## src/rtl/multiplier_nbyn_seq.sv

```systemverilog
// Sequential unsigned shift-and-add multiplier: W x W -> 2W product, one
// partial-product step per clock, with the St/Ready handshake shared with the divider.
module multiplier_nbyn_seq #(
  parameter int W     = 8,
  parameter int CNT_W = 4
) (
  input  logic           clk,
  input  logic           rst,
  input  logic           St,
  input  logic [W-1:0]   Multiplicand_in,
  input  logic [W-1:0]   Multiplier_in,
  output logic [2*W-1:0] Product,
  output logic           Ready,
  output logic           Done
);

  typedef enum logic [1:0] {
    IDLE = 2'd0,
    RUN  = 2'd1,
    DONE = 2'd2
  } state_t;

  state_t           state_reg;
  logic [CNT_W-1:0] cnt_reg;
  logic [W-1:0]     mcand_reg;
  logic [2*W:0]     acc_reg;
  logic [2*W-1:0]   product_reg;
  logic             ready_reg;
  logic             done_reg;

  logic [W:0]       addend;
  logic [W:0]       sum;
  logic [2*W:0]     acc_next;

  // The W+1-bit adder keeps its carry in the top bit, so the shift never loses it.
  always_comb begin
    addend   = acc_reg[0] ? {1'b0, mcand_reg} : {(W+1){1'b0}};
    sum      = acc_reg[2*W:W] + addend;
    acc_next = {1'b0, sum, acc_reg[W-1:1]};
  end

  always_ff @(posedge clk) begin
    if (rst) begin
      state_reg   <= IDLE;
      cnt_reg     <= '0;
      mcand_reg   <= '0;
      acc_reg     <= '0;
      product_reg <= '0;
      ready_reg   <= 1'b1;
      done_reg    <= 1'b0;
    end else begin
      case (state_reg)
        IDLE: begin
          if (St) begin
            mcand_reg <= Multiplicand_in;
            acc_reg   <= {{(W+1){1'b0}}, Multiplier_in};
            cnt_reg   <= '0;
            state_reg <= RUN;
            ready_reg <= 1'b0;
            done_reg  <= 1'b0;
          end
        end
        RUN: begin
          acc_reg <= acc_next;
          if (cnt_reg == CNT_W'(W-1)) begin
            product_reg <= acc_next[2*W-1:0];
            cnt_reg     <= '0;
            state_reg   <= DONE;
            done_reg    <= 1'b1;
          end else begin
            cnt_reg <= cnt_reg + CNT_W'(1);
          end
        end
        DONE: begin
          state_reg <= IDLE;
          done_reg  <= 1'b0;
          ready_reg <= 1'b1;
        end
        default: begin
          state_reg <= IDLE;
          done_reg  <= 1'b0;
          ready_reg <= 1'b1;
        end
      endcase
    end
  end

  assign Product = product_reg;
  assign Ready   = ready_reg;
  assign Done    = done_reg;

endmodule
```

## config.mk

```make
export PLATFORM = sky130hd
export DESIGN_NAME = multiplier_nbyn_seq
export DESIGN_NICKNAME = d
export VERILOG_FILES = /design/src/rtl/multiplier_nbyn_seq.sv
export SDC_FILE = /design/constraint.sdc
export NUM_CORES = 1
export LEC_CHECK = 0
export ABC_CLOCK_PERIOD_IN_PS = 2250
export CORE_ASPECT_RATIO = 0.7
export CORE_MARGIN = 4
export CORE_UTILIZATION = 52
export DETAILED_ROUTE_END_ITERATION = 10
export PLACE_DENSITY_LB_ADDON = 0.25
export REMOVE_ABC_BUFFERS = 1
export SLEW_MARGIN = 15
export SYNTH_ARGS = -nofsm -noshare
export SYNTH_HDL_FRONTEND = slang
export SYNTH_SLANG_ARGS = --single-unit
```

## constraint.sdc

```tcl
create_clock -name clk -period 2.25 [get_ports clk]
set_input_delay 0.45 -clock clk [delete_from_list [all_inputs] [get_ports clk]]
set_output_delay 0.45 -clock clk [all_outputs]
set_load 0.1 [all_outputs]
```

**Yosys cells after proc, flatten, opt, wreduce, memory -nomap -nowiden**

Cells that the tools add are included.
Widths: inputs -> output; s select.

- Word-level logic and storage cells: 34
- Flip-flop bits (word level): 49
- Output and inout port bits: 18
- Input bits: 19

- Mux-type cells: 13
- Bitwise operators: 1
- Add/subtract/negate cells: 2
- Equal/unequal tests: 4
- Reduce and logical (&&, ||, !) cells: 7

Operator list:

| operator | count |
|---|---|
| $pmux 17 s2 | 1 |
| $mux 17 | 1 |
| $reduce_and 2->1 | 5 |
| $add 9x8->9 | 1 |
| $mux 4 | 2 |
| $mux 8 | 1 |
| $pmux 4 s2 | 1 |
| $add 4x1->4 const B | 1 |
| $eq 4x3->1 const B | 1 |
| $mux 2 | 2 |
| $ne 2x2->1 const B | 2 |
| $pmux 1 s2 | 2 |
| $pmux 2 s2 | 1 |
| $eq 2x1->1 const B | 1 |
| $logic_not 2->1 | 1 |
| $mux 1 | 2 |
| $reduce_bool 2->1 | 1 |
| $not 1->1 | 1 |

**Depth between registers and ports, before layout**

- Depth after elaboration: 3
- Gate-level depth with buffers: 7
- Depth with buffers taken out: 7

**Worst setup path after synthesis**

OpenSTA, ideal clock, no wires.

- Kind: register to register
- Start point: register, netlist name Done
- End point: register product_reg[10], in the netlist Product[10]
- Slack: 0.190 ns
- Data arrival time: 1.989 ns
- Library setup time: 0.070 ns
- Stages on the path, launching flop included: 8
- Buffers on the path: 3
- Data required time: 2.180 ns
- Period minus slack after synthesis: 2.060 ns
- Cell sequence: dfxtp_1 buf_6 nand2b_4 or2_1 buf_6 clkbuf_1 nand2_1 a21oi_1

RTL lines:

| element | line | RTL |
|---|---|---|
| to (signal assigned) | 66 | `product_reg <= acc_next[2*W-1:0];` |
| to (decl) | 27 | `logic [2*W-1:0] product_reg;` |

**Final worst setup path**

- Start point: register acc_reg[0]
- End point: register product_reg[13], in the netlist Product[13]

- Cells in the longest elaborated chain, start to end: 2

RTL lines:

| element | line | RTL |
|---|---|---|
| from (decl) | 26 | `logic [2*W:0] acc_reg;` |
| from (signal assigned) | 56 | `acc_reg <= {{(W+1){1'b0}}, Multiplier_in};` |
| from (signal assigned) | 64 | `acc_reg <= acc_next;` |
| $mux 8 | 37 | `addend = acc_reg[0] ? {1'b0, mcand_reg} : {(W+1){1'b0}};` |
| $add 9x8->9 | 38 | `sum = acc_reg[2*W:W] + addend;` |

No other way between the ends.
A chain may end at the register's enable or synchronous reset.

==> metrics.json <==
{
  "outcome": {"value": "finished clean"},
  "antenna_violation_net_count_after_detailed_routing": {"value": 0},
  "place.gp.congestion": {"value": 0.847},
  "final_core_util": {"value": 66.4, "unit": "%"},
  "numCtsBuffers": {"value": 5},
  "setup_repair_after_global_routing_missed_its_margin": {"value": "false"},
  "timing.final.crit_period": {"value": 2.07, "unit": "ns"},
  "power.density": {"value": 608, "unit": "nW/µm²"},
  "worst-endpoint-required": {"value": 2.44, "unit": "ns"},
  "synth_enable_flop_cells": {"value": 0},
  "timing.critical_path.max_delay_family": {"value": "compound AO/OA/AOI/OAI gates"},
  "final_cell_area": {"value": 2640, "unit": "µm²"},
  "total_power": {"value": 1.60, "unit": "mW"},
  "global_route.overflow_total": {"value": 0},
  "synth_xor_xnor_area_share": {"value": 1.22, "unit": "%"},
  "slowest_stage": {"value": "sky130_fd_sc_hd__fa_1"},
  "slew_headroom": {"value": 76.1, "unit": "%"},
  "first_global_vias": {"value": 1747},
  "n_fill_cell": {"value": 343},
  "cp_max_fo": {"value": 9},
  "tot_gr_track_use": {"value": 20.8, "unit": "%"},
  "cts.sink_count": {"value": 47},
  "slew_worst_pin": {"value": 0.358, "unit": "ns"},
  "max_freq": {"value": 0.484, "unit": "GHz"},
  "synth_warnings": {"value": 0},
  "synth_fa_ha_area_share": {"value": 6.15, "unit": "%"},
  "placement_rows": {"value": 19},
  "ir_worst_vdd": {"value": 0.449, "unit": "mV"},
  "htree_levels": {"value": 2},
  "layout.cells.most_common_list": {"value": "sky130_fd_sc_hd__dfxtp_1 (47), sky130_fd_sc_hd__nand2_1 (41), sky130_fd_sc_hd__nor2_1 (34)"},
  "period_share": {"value": 91.8, "unit": "%"},
  "worst_hold_startpoint": {"value": "Product[8]$_SDFFE_PP0P_"},
  "cp.arrival": {"value": 2.26, "unit": "ns"},
  "yosysUniqueCellTypes": {"value": 38},
  "detailed_place_hpwl": {"value": 3680, "unit": "µm"},
  "worstSetupStartpoint": {"value": "acc_reg[0]$_SDFFE_PP0P_"},
  "clk-insertion-delay-late": {"value": 0.31, "unit": "ns"},
  "synth_compound_area_share": {"value": 16.5, "unit": "%"},
  "io_pins": {"value": 37},
  "timing_max_transition_violations_final": {"value": 0},
  "cts_tree": {"value": "yes"},
  "timing.critical_path.slowest_cell_delay": {"value": 0.40, "unit": "ns"},
  "detail_route.wl_per_cell": {"value": 14.4, "unit": "µm"},
  "cts_buffer_depth": {"value": 2},
  "r2r_start": {"value": "acc_reg[0]$_SDFFE_PP0P_"},
  "layout-drive-gt1-share": {"value": 13.1, "unit": "%"},
  "core_area": {"value": 3970, "unit": "µm²"},
  "cts_hold_buffers": {"value": 0},
  "post_synth_mux_area_share": {"value": 0.522, "unit": "%"},
  "fp.dieH": {"value": 61.9, "unit": "µm"},
  "cap_viol_max_count": {"value": 0},
  "clock-skew-final": {"value": 0.00632, "unit": "ns"},
  "timing.critical_path.buf_inv": {"value": 0},
  "endpoint_kind": {"value": "flop"},
  "hold_violations": {"value": 0},
  "cellLeakagePower": {"value": 1.10, "unit": "nW"},
  "detail_route.iter0.violations": {"value": 168},
  "path_category_of_the_worst_min_delay_check": {"value": "reg2reg"},
  "fin_setup_tns": {"value": 0, "unit": "ns"},
  "dominant_combinational_cell_family_by_area_after_synthesis": {"value": "simple AND/OR/NAND/NOR gates"},
  "postSynth.topFlopCell": {"value": "sky130_fd_sc_hd__dfxtp_1"},
  "startpoint_type": {"value": "flop"},
  "die-area": {"value": 5260, "unit": "µm²"},
  "postSynthCellCount": {"value": 259},
  "finalSetupViolations": {"value": 0},
  "final_net_count": {"value": 326},
  "cell_chain_critical_path": {"value": "and2_1 -> ha_1 -> fa_1 -> a21o_1 -> a221oi_2 -> xor2_1 -> o21ai_0"},
  "drt_pass1_iterations": {"value": 4},
  "clk_transition_reported_paths": {"value": 0.09, "unit": "ns"},
  "clockRootBuffer": {"value": "sky130_fd_sc_hd__clkbuf_8"},
  "post_synthesis_share_of_cell_area_spent_on_and_or_nand_and_nor_gates": {"value": 28.6, "unit": "%"},
  "via_count": {"value": 1952},
  "grt_antenna_before_repair": {"value": 0},
  "placed_cell_area": {"value": 2530, "unit": "µm²"},
  "wire_length_of_the_first_global_routing_pass": {"value": 8510, "unit": "µm"},
  "largest_net_degree_at_the_start_of_global_routing": {"value": 29},
  "postCtsSetupBuffers": {"value": 0},
  "syn_area_per_cell": {"value": 8.32, "unit": "µm²"},
  "area_growth": {"value": 22.3, "unit": "%"},
  "mappedNetlistArea": {"value": 2160, "unit": "µm²"},
  "synthArstFlopShare": {"value": 0, "unit": "%"},
  "mean_number_of_vias_per_cell": {"value": 5.58},
  "drc": {"value": 0},
  "synthesized_flop_and_latch_total": {"value": 47},
  "layout.cells.most_common": {"value": "sky130_fd_sc_hd__dfxtp_1"},
  "fp.dieW": {"value": 85.0, "unit": "µm"},
  "num_antenna_cells": {"value": 0},
  "cp_class": {"value": "reg2reg"},
  "ys_seq_area_share": {"value": 43.6, "unit": "%"},
  "wirelength": {"value": 5030, "unit": "µm"},
  "initial_core_util": {"value": 54.3, "unit": "%"},
  "numPortBuffers": {"value": 36}
}
-- per-layer routing --
layer	vias to the layer above	GRT usage (%)	part of all wire [%]
met5	-	0	0
met4	0	8.13	1.2
met3	8	4.48	6.9
met2	63	30.1	40
met1	902	30.5	51
li1	979	-	-
-- per-stage QoR --
| stage | hold slack, ns | worst slack, ns | std cells |
|---|---|---|---|
| 5_1_grt | 0.486 | 0.0416 | 350 |
| 3_3_place_gp | 0.441 | 0.182 | 342 |
| 2_1_floorplan | 0.426 | 0.148 | 246 |
| 3_5_place_dp | 0.449 | 0.0879 | 342 |
| 4_1_cts | 0.460 | 0.0831 | 350 |
| 6_report | 0.457 | 0.184 | 350 |
-- report_power, final --
group	internal, mW	leakage [nW]	total, mW	switching [mW]
Sequential	0.860	0.383	0.885	0.0246
Clock	0.251	0.0474	0.542	0.291
Combinational	0.0795	0.666	0.177	0.0971
-- final timing paths --
kind                               to  slack, ns  cells after the start
min           Product[8]$_SDFFE_PP0P_       0.46                      2
max          Product[13]$_SDFFE_PP0P_       0.18                      7
min reg2reg   Product[8]$_SDFFE_PP0P_       0.46                      2
max reg2reg  Product[13]$_SDFFE_PP0P_       0.18                      7
-- tightest hold or removal path: cells and delay by family (launching register included) --
family	cells	cell delay [ns]
AO/OA/AOI/OAI	1	0.05
AND/OR/NAND/NOR	1	0.05
flip-flops	1	0.32
-- synthesized netlist by cell type, drive strengths merged, types with 2 or more instances --
cell type,instances,share of area (%)
dfxtp,47,44
nand2,41,7.1
nor2,34,5.9
a21oi,30,7.0
and2,10,2.9
clkbuf,10,1.7
nand3b,10,3.5
ha,9,5.2
nand3,6,1.4
nor4,6,1.7
o21ai,5,1.2
a21o,4,1.4
o211ai,4,1.4
a22oi,3,1.0
buf,3,1.3
nand2b,3,1.2
nand4,3,0.87
or3,3,0.87
or4,3,1.0
xor2,3,1.2
a221oi,2,0.81
inv,2,0.35
nor2b,2,0.58
nor3,2,0.46
o21bai,2,0.70
o221a,2,1.0
-- timing repair --
action,in CTS,in global routing
hold endpoints to repair,0,0
endpoints found under the setup margin,0,4
resized for setup,0,1
-- cells by family (layout without fill, tap and decap cells) --
logic type / Yosys count / after routing
AO/OA/AOI/OAI: 57 / 57
multiplexers: 1 / 1
flip-flops: 47 / 47
AND/OR/NAND/NOR: 126 / 126
XOR/XNOR: 3 / 3
adder cells (fa/ha/maj): 10 / 10
buffers and inverters: 15 / 54
-- final cells by class --
cell class	instances	area [µm²]	share of cell area, %
multi-input cells	197	1150	43.6
flip-flops and latches	47	941	35.7
repair buffers	44	375	14.2
clock buffers	6	82.6	3.13
well taps	52	65.1	2.47
clock inverters	2	16.3	0.617
inverters	2	7.51	0.285
Power figures use the tool's default switching activity.
